`src/rtl/ibex_multdiv_iter_pkg.sv`:
```
// Shared types for the iterative RV32M multiply/divide unit.
package ibex_multdiv_iter_pkg;

  localparam int unsigned XLEN = 32;

  typedef enum logic [1:0] {
    MD_OP_MULL = 2'd0,
    MD_OP_MULH = 2'd1,
    MD_OP_DIV  = 2'd2,
    MD_OP_REM  = 2'd3
  } md_op_e;

  typedef enum logic [2:0] {
    IDLE,
    ABS_A,
    ABS_B,
    COMP,
    LAST,
    CHSIGN,
    FINISH
  } md_fsm_e;

endpackage

```
`src/rtl/ibex_multdiv_iter_if.sv`:
```
// Controller-side request/response bundle of the multiply/divide unit.
interface ibex_multdiv_iter_if;
  import ibex_multdiv_iter_pkg::*;

  logic            mult_en_i;
  logic            div_en_i;
  md_op_e          operator_i;
  logic [1:0]      signed_mode_i;
  logic [XLEN-1:0] op_a_i;
  logic [XLEN-1:0] op_b_i;
  logic [XLEN-1:0] result_o;
  logic            valid_o;

  modport master (
    output mult_en_i, div_en_i, operator_i, signed_mode_i, op_a_i, op_b_i,
    input  result_o, valid_o
  );

  modport slave (
    input  mult_en_i, div_en_i, operator_i, signed_mode_i, op_a_i, op_b_i,
    output result_o, valid_o
  );
endinterface

```
`src/rtl/ibex_multdiv_iter_opmux.sv`:
```
// Selects the shared ALU adder operands for each multdiv state.
// Bit 0 of each operand is the carry-in trick: a[0]=1, b[0]=1 adds one more.
module ibex_multdiv_iter_opmux
  import ibex_multdiv_iter_pkg::*;
(
  input  md_fsm_e         state,
  input  logic            is_div,
  input  logic            booth_sub,
  input  logic [XLEN-1:0] mul_addend,
  input  logic [XLEN-1:0] acc,
  input  logic [XLEN-1:0] divisor,
  input  logic [XLEN-1:0] mreg,
  output logic [XLEN:0]   operand_a,
  output logic [XLEN:0]   operand_b
);

  // Negations compute 0 + ~x + 1; compare/subtract computes r + ~d + 1
  always_comb begin
    operand_a = '0;
    operand_b = '0;
    case (state)
      ABS_A: begin
        operand_a = {{XLEN{1'b0}}, 1'b1};
        operand_b = {~mreg, 1'b1};
      end
      ABS_B: begin
        operand_a = {{XLEN{1'b0}}, 1'b1};
        operand_b = {~divisor, 1'b1};
      end
      CHSIGN: begin
        operand_a = {{XLEN{1'b0}}, 1'b1};
        operand_b = {~acc, 1'b1};
      end
      COMP: begin
        if (is_div) begin
          operand_a = {acc[XLEN-2:0], mreg[XLEN-1], 1'b1};
          operand_b = {~divisor, 1'b1};
        end else begin
          operand_a = {acc, 1'b1};
          operand_b = {mul_addend, booth_sub};
        end
      end
      default: ;
    endcase
  end

endmodule

```
`src/rtl/ibex_multdiv_iter.sv`:
```
// Iterative RV32M multiply/divide unit sharing the ALU adder, one bit per cycle.
// Optional: define IBEX_MULTDIV_DIV0_SHORTCUT_EN to finish divide-by-zero
// straight from ABS_A.
module ibex_multdiv_iter #(
  parameter int unsigned XLEN  = 32,
  parameter int unsigned CNT_W = 5
) (
  input  logic                clk_i,
  input  logic                rst_i,
  ibex_multdiv_iter_if.slave  md,
  input  logic [XLEN+1:0]     alu_adder_ext_i,
  output logic [XLEN:0]       alu_operand_a_o,
  output logic [XLEN:0]       alu_operand_b_o,
  output logic                multdiv_sel_o
);
  import ibex_multdiv_iter_pkg::*;

  md_fsm_e         state_q, state_d;
  md_op_e          operator_q;
  logic            is_div_q, signed_b_q, a_neg_q, b_neg_q, div0_q;
  logic [XLEN:0]   acc_q, op_q;
  logic [XLEN-1:0] mreg_q, result_q;
  logic [CNT_W-1:0] cnt_q;

  logic            active_en, accept, abort, last_iter, valid;
  logic [XLEN-1:0] adder_sum;
  logic            adder_carry, unused_adder_lsb;
  logic            booth_sub, ext_c33, div_take, chsign_neg;
  logic [XLEN:0]   mul_addend, mul_acc_nxt, div_acc_nxt;
  logic [XLEN-1:0] mul_mreg_nxt, div_mreg_nxt;

  assign adder_sum        = alu_adder_ext_i[XLEN:1];
  assign adder_carry      = alu_adder_ext_i[XLEN+1];
  assign unused_adder_lsb = alu_adder_ext_i[0];

  assign active_en  = is_div_q ? md.div_en_i : md.mult_en_i;
  assign accept     = (state_q == IDLE) && (md.mult_en_i || md.div_en_i);
  assign abort      = (state_q != IDLE) && (state_q != FINISH) && !active_en;
  assign last_iter  = (cnt_q == '0);
  assign chsign_neg = (operator_q == MD_OP_REM) ? a_neg_q
                                                : ((a_neg_q ^ b_neg_q) & ~div0_q);

  // Per-iteration datapath values.
  // The adder is only 32 bits wide; bits 32/33 of the 34-bit sign-extended
  // multiply sum are rebuilt from the operand top bits and the adder carry.
  always_comb begin
    booth_sub    = mreg_q[0] & last_iter & signed_b_q;
    mul_addend   = mreg_q[0] ? (booth_sub ? ~op_q : op_q) : '0;
    ext_c33      = (acc_q[XLEN] & mul_addend[XLEN]) |
                   ((acc_q[XLEN] ^ mul_addend[XLEN]) & adder_carry);
    mul_acc_nxt  = {acc_q[XLEN] ^ mul_addend[XLEN] ^ ext_c33,
                    acc_q[XLEN] ^ mul_addend[XLEN] ^ adder_carry,
                    adder_sum[XLEN-1:1]};
    mul_mreg_nxt = {adder_sum[0], mreg_q[XLEN-1:1]};
    // A set top bit in the shifted remainder always exceeds the divisor
    div_take     = acc_q[XLEN-1] | adder_carry;
    div_acc_nxt  = div_take ? {1'b0, adder_sum}
                            : {1'b0, acc_q[XLEN-2:0], mreg_q[XLEN-1]};
    div_mreg_nxt = {mreg_q[XLEN-2:0], div_take};
  end

  ibex_multdiv_iter_opmux u_opmux (
    .state      (state_q),
    .is_div     (is_div_q),
    .booth_sub  (booth_sub),
    .mul_addend (mul_addend[XLEN-1:0]),
    .acc        (acc_q[XLEN-1:0]),
    .divisor    (op_q[XLEN-1:0]),
    .mreg       (mreg_q),
    .operand_a  (alu_operand_a_o),
    .operand_b  (alu_operand_b_o)
  );

  // State register
  always_ff @(posedge clk_i or posedge rst_i) begin
    if (rst_i) state_q <= IDLE;
    else       state_q <= state_d;
  end

  // Next-state sequencing; a dropped enable aborts to IDLE
  always_comb begin
    state_d = state_q;
    case (state_q)
      IDLE: begin
        if (md.div_en_i)       state_d = ABS_A;
        else if (md.mult_en_i) state_d = COMP;
      end
`ifdef IBEX_MULTDIV_DIV0_SHORTCUT_EN
      ABS_A:  state_d = div0_q ? FINISH : ABS_B;
`else
      ABS_A:  state_d = ABS_B;
`endif
      ABS_B:  state_d = COMP;
      COMP:   if (last_iter) state_d = is_div_q ? LAST : FINISH;
      LAST:   state_d = CHSIGN;
      CHSIGN: state_d = FINISH;
      FINISH: state_d = IDLE;
      default: state_d = IDLE;
    endcase
    if (abort) state_d = IDLE;
  end

  // Output decode: adder ownership and completion pulse
  always_comb begin
    multdiv_sel_o = 1'b0;
    valid         = 1'b0;
    case (state_q)
      IDLE:    ;
      FINISH:  valid = 1'b1;
      default: multdiv_sel_o = 1'b1;
    endcase
  end

  assign md.valid_o  = valid;
  assign md.result_o = result_q;

  // Operand latch, iteration updates and result capture
  always_ff @(posedge clk_i or posedge rst_i) begin
    if (rst_i) begin
      operator_q <= MD_OP_MULL;
      is_div_q <= 1'b0; signed_b_q <= 1'b0; a_neg_q <= 1'b0; b_neg_q <= 1'b0; div0_q <= 1'b0;
      acc_q <= '0; op_q <= '0; mreg_q <= '0; result_q <= '0; cnt_q <= '0;
    end else if (abort) begin
      operator_q <= MD_OP_MULL;
      is_div_q <= 1'b0; signed_b_q <= 1'b0; a_neg_q <= 1'b0; b_neg_q <= 1'b0; div0_q <= 1'b0;
      acc_q <= '0; op_q <= '0; mreg_q <= '0; result_q <= '0; cnt_q <= '0;
    end else begin
      case (state_q)
        IDLE: begin
          if (accept) begin
            is_div_q   <= md.div_en_i;
            operator_q <= md.operator_i;
            signed_b_q <= md.signed_mode_i[1];
            a_neg_q    <= md.signed_mode_i[0] & md.op_a_i[XLEN-1];
            b_neg_q    <= md.signed_mode_i[1] & md.op_b_i[XLEN-1];
            div0_q     <= (md.op_b_i == '0);
            acc_q      <= '0;
            cnt_q      <= '1;
            result_q   <= '0;
            mreg_q     <= md.div_en_i ? md.op_a_i : md.op_b_i;
            op_q       <= md.div_en_i ? {1'b0, md.op_b_i}
                                      : {md.signed_mode_i[0] & md.op_a_i[XLEN-1], md.op_a_i};
          end
        end
        ABS_A: begin
          if (a_neg_q) mreg_q <= adder_sum;
`ifdef IBEX_MULTDIV_DIV0_SHORTCUT_EN
          if (div0_q) result_q <= (operator_q == MD_OP_REM) ? mreg_q : '1;
`endif
        end
        ABS_B: begin
          if (b_neg_q) op_q <= {1'b0, adder_sum};
        end
        COMP: begin
          cnt_q <= cnt_q - CNT_W'(1);
          if (is_div_q) begin
            acc_q  <= div_acc_nxt;
            mreg_q <= div_mreg_nxt;
          end else begin
            acc_q  <= mul_acc_nxt;
            mreg_q <= mul_mreg_nxt;
            if (last_iter)
              result_q <= (operator_q == MD_OP_MULL) ? mul_mreg_nxt : mul_acc_nxt[XLEN-1:0];
          end
        end
        LAST: begin
          acc_q <= {1'b0, (operator_q == MD_OP_REM) ? acc_q[XLEN-1:0] : mreg_q};
        end
        CHSIGN: begin
          result_q <= chsign_neg ? adder_sum : acc_q[XLEN-1:0];
        end
        default: ;
      endcase
    end
  end

endmodule

```
`src/flat_wrapper.sv`:
```
// flat-port wrapper written by rule: the top's interface ports become plain ports
module ibex_multdiv_iter_flat import ibex_multdiv_iter_pkg::*;
#(
  parameter int unsigned XLEN  = 32,
  parameter int unsigned CNT_W = 5
)
  (clk_i, rst_i, alu_adder_ext_i, alu_operand_a_o, alu_operand_b_o, multdiv_sel_o, md_mult_en_i, md_div_en_i, md_operator_i, md_signed_mode_i, md_op_a_i, md_op_b_i, md_result_o, md_valid_o);
  ibex_multdiv_iter_if md_i ();
  input  logic clk_i;
  input  logic rst_i;
  input  logic [XLEN+1:0] alu_adder_ext_i;
  output logic [XLEN:0] alu_operand_a_o;
  output logic [XLEN:0] alu_operand_b_o;
  output logic multdiv_sel_o;
  input wire logic [$bits(md_i.mult_en_i)-1:0] md_mult_en_i;
  input wire logic [$bits(md_i.div_en_i)-1:0] md_div_en_i;
  input wire logic [$bits(md_i.operator_i)-1:0] md_operator_i;
  input wire logic [$bits(md_i.signed_mode_i)-1:0] md_signed_mode_i;
  input wire logic [$bits(md_i.op_a_i)-1:0] md_op_a_i;
  input wire logic [$bits(md_i.op_b_i)-1:0] md_op_b_i;
  output wire logic [$bits(md_i.result_o)-1:0] md_result_o;
  output wire logic [$bits(md_i.valid_o)-1:0] md_valid_o;
  assign md_i.mult_en_i = md_mult_en_i;
  assign md_i.div_en_i = md_div_en_i;
  assign md_i.operator_i = md_operator_i;
  assign md_i.signed_mode_i = md_signed_mode_i;
  assign md_i.op_a_i = md_op_a_i;
  assign md_i.op_b_i = md_op_b_i;
  assign md_result_o = md_i.result_o;
  assign md_valid_o = md_i.valid_o;
  ibex_multdiv_iter #(.XLEN(XLEN), .CNT_W(CNT_W)) u_core (.clk_i(clk_i), .rst_i(rst_i), .md(md_i), .alu_adder_ext_i(alu_adder_ext_i), .alu_operand_a_o(alu_operand_a_o), .alu_operand_b_o(alu_operand_b_o), .multdiv_sel_o(multdiv_sel_o));
endmodule
```
`config.mk`:
```
export PLATFORM = sky130hd
export DESIGN_NAME = ibex_multdiv_iter_flat
export DESIGN_NICKNAME = d
export VERILOG_FILES = /design/src/rtl/ibex_multdiv_iter_pkg.sv /design/src/rtl/ibex_multdiv_iter_if.sv /design/src/rtl/ibex_multdiv_iter_opmux.sv /design/src/rtl/ibex_multdiv_iter.sv /design/src/flat_wrapper.sv
export SDC_FILE = /design/constraint.sdc
export NUM_CORES = 1
export LEC_CHECK = 0
export CAP_MARGIN = 40
export CORE_AREA = 5 5 198 143
export CTS_BUF_LIST = sky130_fd_sc_hd__clkbuf_8
export DETAILED_ROUTE_END_ITERATION = 6
export DIE_AREA = 0 0 203 148
export PLACE_DENSITY = 0.71
export SLEW_MARGIN = 10
export SYNTH_ARGS = -nofsm -noshare
export SYNTH_HDL_FRONTEND = slang
export SYNTH_SLANG_ARGS = --single-unit
```
`constraint.sdc`:
```
create_clock -name clk_i -period 10.5 [get_ports clk_i]
set_clock_uncertainty 0.05 [all_clocks]
set_input_delay 2.1 -clock clk_i [delete_from_list [all_inputs] [get_ports clk_i]]
set_output_delay 2.1 -clock clk_i [all_outputs]
set_load 0.05 [all_outputs]
```
==> reports/qor.yml, run 1 <==
status: "finished clean"
yosysUniqueCellTypes: 52
yosysMostFrequentCell: "nand2_1"
routed_wl_mm: 40.7
nets: 1639
min_path_type: "flip-flop to flip-flop"
cts_root_buf: "clkbuf_8"
vias_per_cell: 6.22
dp.cells: 1849
seq_area_um2: 3630
synth-async-reset-ratio: 1.00
grt_max_degree: 83
drtAntennaViolNets: 0
rows: 50
ys_seq_area_frac: 0.313
max_slew.worst_pin.slew_ns: 0.918
synth_largest_area_cell: "dfrtp_1"
design.core.area_um2: 26200
fill_cells: 2430
synth_common_cells: "218 x nand2_1, 204 x mux2i_1, 170 x a21oi_1, 145 x dfrtp_1, 113 x nor2_1"
vias: 11700
vdd_drop_max_mv: 0.212
start_util: 0.442
synth_area_um2: 11600
syn_avg_cell_area_um2: 8.20
area_growth_pct: 22.6
setup_viol: 0
synth.area.mux_share: 0.229
dieArea_um2: 30000
fin_crit_sh: 0.621
critPathBufInv: 4
synth_top_area_share: 0.313
required_ns: 8.35
first_pass_iters: 6
min_period_ns: 6.52
grt_use_met1: 0.396
yosys.area_share.xor_xnor: 0.000756
met2_usage: 0.392
io_pins: 206
cpMostUsedCell: "buf_4"
dp_hpwl_mm: 27.5
ctsHoldBuffers: 0
port_buffers: 204
p_leak_uw: 0.00552
post-cts-setup-buffers: 0
drc: 0
instances_no_fill: 1881
syn_nets: 1521
grt_pass1_vias: 11000
grt.busiest_layer: "met1"
crit_family: "buffers and inverters"
cp_max_fo: 55
die_h_um: 148
fmax_ghz: 0.153
critPathLaunchType: "flip-flop"
dieWidth_um: 203
clock-sinks: 145
synth-simple-area-share: 0.137
gr-usage-met3: 0.0577
gp_congestion: 0.861
synth_top_family_by_area: "compound AO/OA/AOI/OAI gates"
drive_gt1_frac: 0.0810
cts_tree: "yes"
path_cells: "buf_4, nand3b_1, buf_4, nor2_1, nor2_2, buf_4, o21ai_0, clkdlybuf4s50_1"
clk_pin_slew_ns: 0.09
final_max_slew_viol_count: 0
rsz0062_at_grt: "no"
cts-resized-gates: 0
power_density_nw_per_um2: 312
clk_latency_ns: 0.47
synth_edf_count: 0
cts_buffers: 17
ys_ff_latch: 145
grtUsageTotal: 0.264
grt_antenna_before_repair: 1
slew_headroom: 0.388
synthCells: 1412
multiInputGateArea_um2: 7350
max-cap-violations: 0
r2r_start: "u_core.state_q[0]"
slowest_delay_ns: 0.73
yosys-top-cells-area: "dfrtp_1 31%, mux2i_1 18%, a21oi_1 7.3%, nand2_1 7.1%, o21ai_0 4.7%"
endpoint_kind: "output pin"
cts.path.max_buffers: 2
hold_violations: 0
grt-ovfl-total: 0
holdCritStartpoint: "u_core.md.result_o[20]"
critPathKind: "flip-flop to output pin"
grt_pass1_wl_mm: 63.9
yosys_warnings: 0
synth_fa_ha_area_frac: 0.00389
synth_ff_type: "dfrtp_1"
antenna-diode-count: 0
synth_compound_area_frac: 0.258
finalSetupTns_ns: 0
startpoint: "u_core.state_q[2]"
crit_arrival_ns: 4.37
cts_max_level: 4
wl_per_cell_um: 21.7
drtIter0Drc: 1497
slowest_stage: "clkdlybuf4s50_1"
-- cell usage in the layout, fill, tap and decap left out, types with 3 or more instances in the layout --
| cell | count |
|---|---|
| nor2b_1 | 3 |
| nor2b_4 | 3 |
| nand4_1 | 3 |
| dfrtp_1 | 142 |
| buf_4 | 25 |
| nand2b_1 | 4 |
| o31ai_2 | 12 |
| o2bb2ai_1 | 6 |
| clkbuf_8 | 19 |
| buf_16 | 4 |
| a311oi_1 | 26 |
| and2_1 | 11 |
| nand3_1 | 6 |
| inv_1 | 14 |
| o21ai_0 | 109 |
| clkinv_2 | 4 |
| nand2_1 | 218 |
| mux2_1 | 26 |
| o31ai_1 | 58 |
| a211oi_1 | 3 |
| o211ai_1 | 38 |
| mux2i_1 | 204 |
| a21oi_1 | 170 |
| inv_6 | 3 |
| clkdlybuf4s50_1 | 203 |
| nor4_1 | 9 |
| mux2_2 | 26 |
| clkinvlp_4 | 5 |
| a22oi_1 | 35 |
| nor2_1 | 111 |
| nor3_1 | 4 |
-- state kept, by name (all words and copies together), names as in the netlist --
name and cells:
u_core.md.result_o 32, u_core.op_q 33, u_core.mreg_q 32, u_core.operator_q 2, u_core.state_q 3, u_core.signed_b_q 1, u_core.is_div_q 1, u_core.acc_q 33
u_core.b_neg_q 1, u_core.a_neg_q 1, u_core.cnt_q 5, u_core.div0_q 1
-- metal layers --
metal  wire (µm)  vias up
li1            -     5385
met1       18900     5641
met2       17600      600
met3        3570       74
met4         650        2
met5          13        -
-- worst paths after layout --
path	slack [ns]	cells after the start	to
worst max-delay path	3.98	8	alu_operand_b_o[32]
min in group asynchronous	1.93	2	u_core.op_q[7]
max in group asynchronous	6.90	4	u_core.is_div_q
worst min-delay path	0.45	1	u_core.md.result_o[20]
worst min register to register	0.45	1	u_core.md.result_o[20]
worst max register to register	6.76	7	u_core.md.result_o[15]
-- worst register-to-register path, delay by kind of cell (launching register included) --
family | cells | cell delay (ns)
AOI/OAI and AO/OA | 2 | 0.45
DFF | 1 | 0.94
buffers and inverters | 2 | 0.83
muxes | 1 | 0.18
and+or+nand+nor | 2 | 1.24
-- final cells by class --
type | instances | area share
clock buffer | 19 | 0.0184
clock inverter | 13 | 0.00617
inverter | 14 | 0.00405
multi-input combinational | 1117 | 0.518
sequential | 145 | 0.256
tap | 338 | 0.0298
timing repair buffer | 235 | 0.168
-- where the power goes --
part	internal, µW	total (µW)	switching [µW]
clock	175	416	242
combinational	1020	2940	1920
sequential	759	1080	318
total	1950	4430	2480
-- kinds of logic after synthesis --
family,count (synthesis)
buf+inv,150
compound gates,473
flops,145
mux,257
fa+ha+maj,3
xor+xnor,1
simple gates,383
-- metrics by stage --
stage | instance area, µm² | hold WS, ns | total power [µW] | setup WS, ns | util
after floorplan | 11600 | 0.414 | 3090 | 4.46 | -
after global placement | 13700 | 0.427 | 3870 | 4.53 | 0.522
after detailed placement | 13800 | 0.431 | 3990 | 4.48 | 0.528
after CTS | 14200 | 0.450 | 4410 | 3.98 | 0.542
after global routing | 14200 | 0.464 | 4710 | 3.78 | 0.542
final | 14200 | 0.447 | 4430 | 3.98 | 0.542
Power figures use the tool's default switching activity.
==> run 2, diff against run 1 <==
--- a/config.mk
+++ b/config.mk
@@ -10,7 +10,7 @@
 export CTS_BUF_LIST = sky130_fd_sc_hd__clkbuf_8
 export DETAILED_ROUTE_END_ITERATION = 6
 export DIE_AREA = 0 0 203 148
-export PLACE_DENSITY = 0.71
+export PLACE_DENSITY = 0.74
 export SLEW_MARGIN = 10
 export SYNTH_ARGS = -nofsm -noshare
 export SYNTH_HDL_FRONTEND = slang
==> constraint.sdc (replaced) <==
create_clock -name clk_i -period 5.6 [get_ports clk_i]
set_clock_uncertainty 0.05 [all_clocks]
set_input_delay 1.12 -clock clk_i [delete_from_list [all_inputs] [get_ports clk_i]]
set_output_delay 1.12 -clock clk_i [all_outputs]
set_load 0.05 [all_outputs]
==> run 2 against run 1 <==
Compared with the run above: combinational power is 84% higher; first-iteration DRC count is 12% higher; final cell count hardly changed; total power is 90% higher; utilization hardly changed; clock-buffer cell count is 1 higher; hold slack better by 0.0041 ns; global-route usage hardly changed; via count is 0.48% higher.
==> reports/qor.yml, run 2 (synthesis results as in run 1) <==
layout_commonest_cell: "nand2_1"
grt-ovfl-total: 0  # unchanged
cts_buffers: 17  # unchanged
endpoint_kind: "output pin"
start_util: 0.442  # unchanged
max_slew.worst_pin.slew_ns: 0.943  # +0.0244 ns
die_h_um: 148  # unchanged
ctsHoldBuffers: 0  # unchanged
drtAntennaViolNets: 0  # unchanged
antenna-diode-count: 0  # unchanged
r2r_cells: 8  # +1
routed_wl_mm: 40.6  # -0.30%
cp-endpoint: "alu_operand_b_o[32]"
first_pass_iters: 6  # unchanged
p_leak_uw: 0.00561  # +1.7%
pwr-share-comb: 0.646  # -0.017
io_pins: 206  # unchanged
status: "finished clean"
power_switching_uw: 4650  # +87%
cts_tree: "yes"
slew_headroom: 0.371  # -0.0171
dp_hpwl_mm: 27.0  # -1.8%
cts-resized-gates: 0  # unchanged
critPathLaunchType: "flip-flop"
cp_max_fo: 50  # -9.1%
area_growth_pct: 22.5  # about the same
max-cap-violations: 0  # unchanged
final_max_slew_viol_count: 0  # unchanged
fmax_ghz: 0.213
required_ns: 4.43  # -3.92 ns
final_cell_mix: "218 x nand2_1, 204 x mux2i_1, 171 x clkdlybuf4s50_1"
dieWidth_um: 203  # unchanged
drc: 0  # unchanged
hold_violations: 0  # unchanged
post-cts-setup-buffers: 0  # unchanged
fin_crit_sh: 0.839
clockPowerShare: 0.109  # +0.015
r2r-end: "u_core.md.result_o[15]"
drtIter0Drc: 1681  # +12%
design.core.area_um2: 26200  # unchanged
p_int_uw: 3750  # +92%
critPathKind: "flip-flop to output pin"
p_sw_frac: 0.553  # -0.00604
setup_viol: 0  # unchanged
top_regs: "u_core.acc_q (33), u_core.op_q (33)"
clock-sinks: 145  # unchanged
grt_pass1_wl_mm: 64.6  # +1.1%
grt_pass1_vias: 11200  # +1.3%
vias_per_cell: 6.25  # +0.53%
whs_path_depth: 1  # unchanged
rrSetupSlack_ns: 1.99  # -4.77 ns
nets: 1638  # -0.061%
sequentialPowerShare: 0.245  # +0.002
clk_pin_slew_ns: 0.09  # about the same
gp_congestion: 0.856  # -0.58%
vias: 11800  # +0.48%
grt_max_degree: 80  # -3.6%
drive_gt1_frac: 0.0999  # +0.0189
clk_latency_ns: 0.45  # -0.02 ns
vdd_drop_max_mv: 0.451  # +110%
dieArea_um2: 30000  # unchanged
wl_per_cell_um: 21.6  # -0.25%
cts.path.max_buffers: 2  # unchanged
power_density_nw_per_um2: 592  # +90%
min_period_ns: 4.70
hold_slack_ns: 0.451  # +0.00411 ns
grtUsageTotal: 0.264  # about the same
rsz0062_at_grt: "no"
startpoint: "u_core.state_q[0]"
cts_root_buf: "clkbuf_8"
grt_antenna_before_repair: 0  # -1
port_buffers: 204  # unchanged
min_path_type: "flip-flop to flip-flop"
cts_max_level: 4  # unchanged
crit_arrival_ns: 3.53  # -0.84 ns
r2r_start: "u_core.state_q[1]"
finalSetupTns_ns: 0  # unchanged
rows: 50  # unchanged
## run 2: cell types whose count changed in the layout (fill, tap and decap cells not counted)
cell	previous run	this run
clkdlybuf4s50_1	203	171
buf_4	25	56
clkinvlp_4	5	1
bufinv_16	0	3
buf_8	2	0
inv_1	14	16
buf_12	1	2
buf_16	4	5
clkbuf_8	19	20
clkinv_2	4	3
inv_6	3	2
## run 2: stage by stage
step                      instances  setup WS [ns]   util  area [µm²]  total power, µW
after global placement         1843           1.48  0.520       13600             7180
after floorplan                1412          0.535      -       11600             5790
after CTS                      1879          0.941  0.540       14200             8330
final                          1880          0.902  0.542       14200             8400
after detailed placement       1847           1.44  0.525       13800             7420
after global routing           1880          0.716  0.542       14200             8930
## run 2: per-layer routing
layer / vias to the layer above / share of wire / GRT usage
met5: - / 0 / 0
met4: 0 / 0.015 / 0.0621
met3: 54 / 0.094 / 0.0351
met2: 685 / 0.43 / 0.391
met1: 5638 / 0.46 / 0.408
li1: 5381 / - / -
## run 2: how the worst min path moves through the flow
stage | from | to
finish | u_core.md.result_o[19] | u_core.md.result_o[19]
global route | u_core.md.result_o[2] | u_core.md.result_o[2]
CTS | u_core.md.result_o[19] | u_core.md.result_o[19]
detailed placement | u_core.md.result_o[19] | u_core.md.result_o[19]
global placement | u_core.md.result_o[20] | u_core.md.result_o[20]
floorplan | u_core.op_q[32] | u_core.op_q[32]
## run 2: layout make-up
cell class	instances	area, µm²
clock buffers	20	275
flip-flops and latches	145	3630
fillers	2376	12000
inverters	14	57.6
clock inverters	12	141
multi-input cells	1117	7350
repair buffers	234	2310
well taps	338	423
## run 2: critical path, cell delays in order, from the launching register on
cell and delay [ns]:
dfrtp_1 0.72, nand3b_1 0.26, buf_4 0.57, nor2_1 0.13, nor2_2 0.60, buf_4 0.39
o21ai_0 0.16, buf_4 0.22
## run 2: power by group through the flow
stage	Sequential, µW	Clock, µW	Combinational [µW]
6_report	2060	914	5420
5_1_grt	2120	958	5850
4_1_cts	2030	916	5390
3_5_place_dp	2050	0	5370
3_3_place_gp	2030	0	5150
2_1_floorplan	1830	0	3960
